## src/rtl/sd_spi.sv

```systemverilog
// SD card SPI master: mode 0, MSB first, programmable SCLK divider.
// Register map on the IO bus: 0 = DATA, 1 = CTRL/STATUS, 2 = DIV.
// Optional feature macro SD_SPI_IRQ_EN: when defined, CTRL[2] is a
// writable interrupt enable and interrupt = done & ie. When undefined,
// interrupt is tied low and CTRL[2] reads zero.
module sd_spi #(
  parameter logic [7:0] RESET_DIV = 8'd63
) (
  input  logic       clk,
  input  logic       reset,
  input  logic [3:0] io_addr,
  input  logic       io_write,
  input  logic       io_read,
  input  logic [7:0] io_wdata,
  output logic [7:0] io_rdata,
  output logic       interrupt,
  output logic       sclk,
  output logic       mosi,
  output logic       cs_n,
  input  logic       miso
);

  localparam logic [3:0] ADDR_DATA = 4'd0;
  localparam logic [3:0] ADDR_CTRL = 4'd1;
  localparam logic [3:0] ADDR_DIV  = 4'd2;

  typedef enum logic {
    ST_IDLE,
    ST_SHIFT
  } state_t;

  state_t     r_state;
  state_t     w_nextState;

  logic [7:0] r_div;
  logic [7:0] r_cnt;
  logic       r_sclk;
  logic [2:0] r_bitCnt;
  logic [7:0] r_tx;
  logic [7:0] r_rxShift;
  logic [7:0] r_rxData;
  logic       r_done;
  logic       r_cs;
  logic       w_ie;

  logic       w_dataWr;
  logic       w_dataRd;
  logic       w_ctrlWr;
  logic       w_divWr;
  logic       w_busy;
  logic       w_start;
  logic       w_toggle;
  logic       w_rise;
  logic       w_fall;
  logic       w_lastFall;

  assign w_dataWr   = io_write && (io_addr == ADDR_DATA);
  assign w_dataRd   = io_read  && (io_addr == ADDR_DATA);
  assign w_ctrlWr   = io_write && (io_addr == ADDR_CTRL);
  assign w_divWr    = io_write && (io_addr == ADDR_DIV);
  assign w_busy     = (r_state == ST_SHIFT);
  assign w_start    = w_dataWr && !w_busy;
  assign w_toggle   = w_busy && (r_cnt == 8'd0);
  assign w_rise     = w_toggle && !r_sclk;
  assign w_fall     = w_toggle && r_sclk;
  assign w_lastFall = w_fall && (r_bitCnt == 3'd7);

  // State register: the transfer FSM, aborted immediately by reset.
  always_ff @(posedge clk or posedge reset) begin
    if (reset) begin
      r_state <= ST_IDLE;
    end else begin
      r_state <= w_nextState;
    end
  end

  // Next state: start on a DATA write while idle, finish on the 8th falling edge.
  always_comb begin
    w_nextState = r_state;
    case (r_state)
      ST_IDLE: begin
        if (w_dataWr) begin
          w_nextState = ST_SHIFT;
        end
      end
      ST_SHIFT: begin
        if (w_lastFall) begin
          w_nextState = ST_IDLE;
        end
      end
      default: begin
        w_nextState = ST_IDLE;
      end
    endcase
  end

  // Half-period counter, SCLK and falling-edge count; the reload reads the live
  // divider so a DIV write during a transfer applies from the next reload.
  always_ff @(posedge clk or posedge reset) begin
    if (reset) begin
      r_cnt    <= 8'd0;
      r_sclk   <= 1'b0;
      r_bitCnt <= 3'd0;
    end else if (w_start) begin
      r_cnt    <= r_div;
      r_sclk   <= 1'b0;
      r_bitCnt <= 3'd0;
    end else if (w_busy) begin
      if (r_cnt == 8'd0) begin
        r_cnt  <= r_div;
        r_sclk <= ~r_sclk;
        if (r_sclk) begin
          r_bitCnt <= r_bitCnt + 3'd1;
        end
      end else begin
        r_cnt <= r_cnt - 8'd1;
      end
    end
  end

  // Transmit shifter: loaded on start, shifted left on each falling edge.
  always_ff @(posedge clk or posedge reset) begin
    if (reset) begin
      r_tx <= 8'hFF;
    end else if (w_start) begin
      r_tx <= io_wdata;
    end else if (w_fall) begin
      r_tx <= {r_tx[6:0], 1'b1};
    end
  end

  // Receive shifter: MISO enters the LSB on each rising edge.
  always_ff @(posedge clk or posedge reset) begin
    if (reset) begin
      r_rxShift <= 8'h00;
    end else if (w_start) begin
      r_rxShift <= 8'h00;
    end else if (w_rise) begin
      r_rxShift <= {r_rxShift[6:0], miso};
    end
  end

  // Received byte: only updated when a transfer completes, held otherwise.
  always_ff @(posedge clk or posedge reset) begin
    if (reset) begin
      r_rxData <= 8'h00;
    end else if (w_lastFall) begin
      r_rxData <= r_rxShift;
    end
  end

  // Done flag: setting on completion wins over a same-cycle DATA read.
  always_ff @(posedge clk or posedge reset) begin
    if (reset) begin
      r_done <= 1'b0;
    end else if (w_lastFall) begin
      r_done <= 1'b1;
    end else if (w_start || w_dataRd) begin
      r_done <= 1'b0;
    end
  end

  // Chip select and divider registers written from the bus.
  always_ff @(posedge clk or posedge reset) begin
    if (reset) begin
      r_cs  <= 1'b0;
      r_div <= RESET_DIV;
    end else begin
      if (w_ctrlWr) begin
        r_cs <= io_wdata[3];
      end
      if (w_divWr) begin
        r_div <= io_wdata;
      end
    end
  end

`ifdef SD_SPI_IRQ_EN
  logic r_ie;

  // Interrupt enable, writable at CTRL[2].
  always_ff @(posedge clk or posedge reset) begin
    if (reset) begin
      r_ie <= 1'b0;
    end else if (w_ctrlWr) begin
      r_ie <= io_wdata[2];
    end
  end

  assign w_ie      = r_ie;
  assign interrupt = r_done & r_ie;
`else
  assign w_ie      = 1'b0;
  assign interrupt = 1'b0;
`endif

  // Combinational read mux; unmapped addresses read zero.
  always_comb begin
    io_rdata = 8'h00;
    case (io_addr)
      ADDR_DATA: io_rdata = r_rxData;
      ADDR_CTRL: io_rdata = {4'b0000, r_cs, w_ie, r_done, w_busy};
      ADDR_DIV:  io_rdata = r_div;
      default:   io_rdata = 8'h00;
    endcase
  end

  assign sclk = r_sclk;
  assign mosi = w_busy ? r_tx[7] : 1'b1;
  assign cs_n = ~r_cs;

endmodule

```

## config.mk

```make
export PLATFORM = sky130hd
export DESIGN_NAME = sd_spi
export DESIGN_NICKNAME = d
export VERILOG_FILES = /design/src/rtl/sd_spi.sv
export SDC_FILE = /design/constraint.sdc
export NUM_CORES = 1
export LEC_CHECK = 0
export BUFFER_PORTS_ARGS = -buffer_cell sky130_fd_sc_hd__buf_2
export CORE_MARGIN = 2
export CORE_UTILIZATION = 44
export DETAILED_ROUTE_END_ITERATION = 7
export PLACE_DENSITY = 0.6
export SLEW_MARGIN = 20
export SYNTH_ARGS = -nofsm -noshare
export SYNTH_HDL_FRONTEND = slang
export SYNTH_SLANG_ARGS = --single-unit
```

## constraint.sdc

```tcl
create_clock -name clk -period 2.65 [get_ports clk]
set_input_delay 0.265 -clock clk [delete_from_list [all_inputs] [get_ports clk]]
set_output_delay 0.265 -clock clk [all_outputs]
set_load 0.05 [all_outputs]
```

==> flow_metrics.env <==
export IMPL_p_int_mw=1.47
export IMPL_critPathCaptureType="flop"
export IMPL_routedWlPerCell_um=15.6
export IMPL_skew_ps=9.76
export IMPL_ys_types=40
export IMPL_dieArea_mm2=0.00607
export IMPL_antenna_found_initial=0
export IMPL_first_pass_iters=4
export IMPL_io_pins=29
export IMPL_vias=1756
export IMPL_dieWidth_um=77.9
export IMPL_cts_buffer_depth=2
export IMPL_grt_pass1_wl_um=8600
export IMPL_layout_drive_gt1_share=0.295
export IMPL_synth_seq_cells=47
export IMPL_max_slew_worst_pin_slew_ps=983
export IMPL_finalCriticalPeriod_ps=1880
export IMPL_yosys_area_top_type="dfrtp_1"
export IMPL_yosysSeqAreaShare=0.497
export IMPL_rsz0062_at_grt="no"
export IMPL_final_cell_mix="dfrtp_1, buf_2, nor2_1"
export IMPL_synthArstFlopShare=1.00
export IMPL_drt_iter0_drc=104
export IMPL_timing_slew_headroom=0.343
export IMPL_p_leak_nw=1.24
export IMPL_port_buffers=27
export IMPL_drcViolationCount=0
export IMPL_drv_cap=0
export IMPL_seqPwrFrac=0.527
export IMPL_start_util=0.462
export IMPL_grt_pass1_vias=1668
export IMPL_final_common_cell="dfrtp_1"
export IMPL_finalInstanceArea_mm2=0.00269
export IMPL_path_cells="inv_1, ha_1, nor4b_4, and3_1, and2_4, mux2_4"
export IMPL_worst_path_max_delay_cell="dfrtp_1"
export IMPL_drt_antenna_violating_nets=0
export IMPL_track_usage=0.181
export IMPL_met3_usage=0.0384
export IMPL_ys_warn_count=0
export IMPL_design_core_area_mm2=0.00520
export IMPL_postCtsSetupBuffers=0
export IMPL_routed_wl_um=5060
export IMPL_multi_input_area_mm2=0.00110
export IMPL_cts_root_buffer="clkbuf_8"
export IMPL_maxSlewViolCount=0
export IMPL_finalHoldViolCount=0
export IMPL_cts_tree="yes"
export IMPL_nFillCells=483
export IMPL_fin_nets=274
export IMPL_regArea_mm2=0.00119
export IMPL_p_comb_frac=0.241
export IMPL_clkPwrFrac=0.232
export IMPL_setup_viol=0
export IMPL_holdWs_ps=201
export IMPL_hold_path_class="primary input to async pin"
export IMPL_cts_repair_resized=0
export IMPL_syn_inst=226
export IMPL_ir_worst_vdd_uv=399
export IMPL_grt_ovfl_total=0
export IMPL_synth_top_area_share=0.344
export IMPL_clock_latency_ps=290
export IMPL_avgSynthCellArea_um2=10.6
export IMPL_power_density_mw_per_mm2=815
export IMPL_rows=26
export IMPL_dp_hpwl_um=3640
export IMPL_syn_to_final_growth_pct=11.8
export IMPL_critPathLaunchType="flop"
export IMPL_synth_edf_count=0
export IMPL_cts_sinks=47
export IMPL_switchingPower_mw=0.724
export IMPL_diodes=0
export IMPL_placed_cell_area_mm2=0.00258
export IMPL_clkTransAtPathRegs_ps=90
export IMPL_h_tree_depth=2
export IMPL_crit_type="flop to flop"
export IMPL_tns_ps=0
export IMPL_use_met1=0.266
export IMPL_grt_max_degree=48
export IMPL_critPathArrivalTime_ps=2060
export IMPL_routed_via_density=5.42
export IMPL_critPathMaxStageDelay_ps=390
export IMPL_crit_fanout=10
export IMPL_gp_congestion=0.804
export IMPL_cp_data_required_time_ps=2830
export IMPL_period_share=0.711
export IMPL_cts_hold_buffers=0
export IMPL_dieHeight_um=77.9
export IMPL_synth_fp_nets=247
export IMPL_grtUsageMet2=0.276
export IMPL_syn_area_mm2=0.00240
export IMPL_switching_share=0.330
export IMPL_cts_made_buffers=5
export IMPL_status="finished, final reports clean"
export IMPL_synth_ff_type="dfrtp_1"
export IMPL_max_freq_ghz=0.531
export IMPL_busiest_layer="met2"
export IMPL_ys_top_cells_by_area="dfrtp_1, dfstp_2, mux2i_1"
[per-stage QoR]
stage,setup slack (ps),std cells,power (mW),util
floorplan,542,226,1.54,-
global placement,830,316,1.68,0.496
detailed placement,786,316,1.70,0.496
CTS,767,324,2.21,0.516
global route,636,324,2.34,0.516
finish,767,324,2.19,0.516
[worst max-delay path, delay by kind of cell, from the launching register on]
| family | cells | cell delay [ps] |
|---|---|---|
| and+or+nand+nor | 3 | 780 |
| DFF | 1 | 390 |
| muxes | 1 | 320 |
| adders and majority gates | 1 | 170 |
| buffers and inverters | 1 | 120 |
[routing by layer]
| layer | part of all wire | vias to the layer above |
|---|---|---|
| li1 | - | 860 |
| met1 | 0.48 | 865 |
| met2 | 0.48 | 29 |
| met3 | 0.035 | 2 |
| met4 | 0.0038 | 0 |
| met5 | 0 | - |
[worst paths after layout]
path | from | endpoint | slack (ps) | depth (start not counted)
max reg2reg | r_cnt[0]$_DFFE_PP0P_ | r_rxData[3]$_DFFE_PP0P_ | 770 | 6
max in group asynchronous | reset | r_state$_DFF_PP0_ | 1840 | 2
min in group clk | io_wdata[6] | r_tx[6]$_DFFE_PP1P_ | 210 | 3
min | reset | r_div[6]$_DFFE_PP0P_ | 200 | 2
max | r_cnt[0]$_DFFE_PP0P_ | r_rxData[3]$_DFFE_PP0P_ | 770 | 6
min reg2reg | r_tx[2]$_DFFE_PP1P_ | r_tx[2]$_DFFE_PP1P_ | 480 | 2
[cells in the mapped netlist (2+ instances only)]
cell / n
a21oi_1: 10
a221o_1: 2
a22oi_1: 6
a31o_2: 2
a31oi_1: 3
and3_1: 4
buf_2: 5
clkbuf_1: 3
dfrtp_1: 33
dfstp_2: 14
ha_1: 4
inv_1: 8
mux2_2: 9
mux2_4: 8
mux2i_1: 16
nand2_1: 15
nand2b_1: 2
nand3_1: 15
nand4_1: 2
nor2_1: 26
nor3_1: 9
o21ai_0: 11
or3_1: 2
[flip-flops by register name, indices dropped and copies added, names as in the netlist, 3 cells and up]
register and cells:
r_tx 8, r_rxData 8, r_bitCnt 3, r_div 8, r_cnt 8, r_rxShift 8
[power groups by stage]
stage	sequential (mW)	clock (mW)	combinational, mW
2_1_floorplan	1.13	0	0.411
3_3_place_gp	1.16	0	0.518
3_5_place_dp	1.16	0	0.532
4_1_cts	1.15	0.522	0.533
5_1_grt	1.18	0.558	0.602
6_report	1.16	0.508	0.528
[logic make-up (layout without fill, tap and decap cells)]
kind of cell               count (synthesis)  count (layout)  synth area share
DFF                                       47              47             0.497
adders and majority gates                  4               4            0.0208
muxes                                     33              33             0.159
and+or+nand+nor                           83              83             0.176
other                                      1               1           0.00156
AOI/OAI and AO/OA                         38              38            0.0989
buffers and inverters                     19              47            0.0437
xor gates and xnor gates                   1               1           0.00364
[final cells by class]
type / count / area share
Tap cell: 70 / 0.0326
Clock inverter: 1 / 0.0112
Timing Repair Buffer: 31 / 0.0615
Sequential cell: 47 / 0.444
Inverter: 8 / 0.0112
Clock buffer: 7 / 0.0284
Multi-Input combinational cell: 160 / 0.411
(Power assumes the default switching activity.)
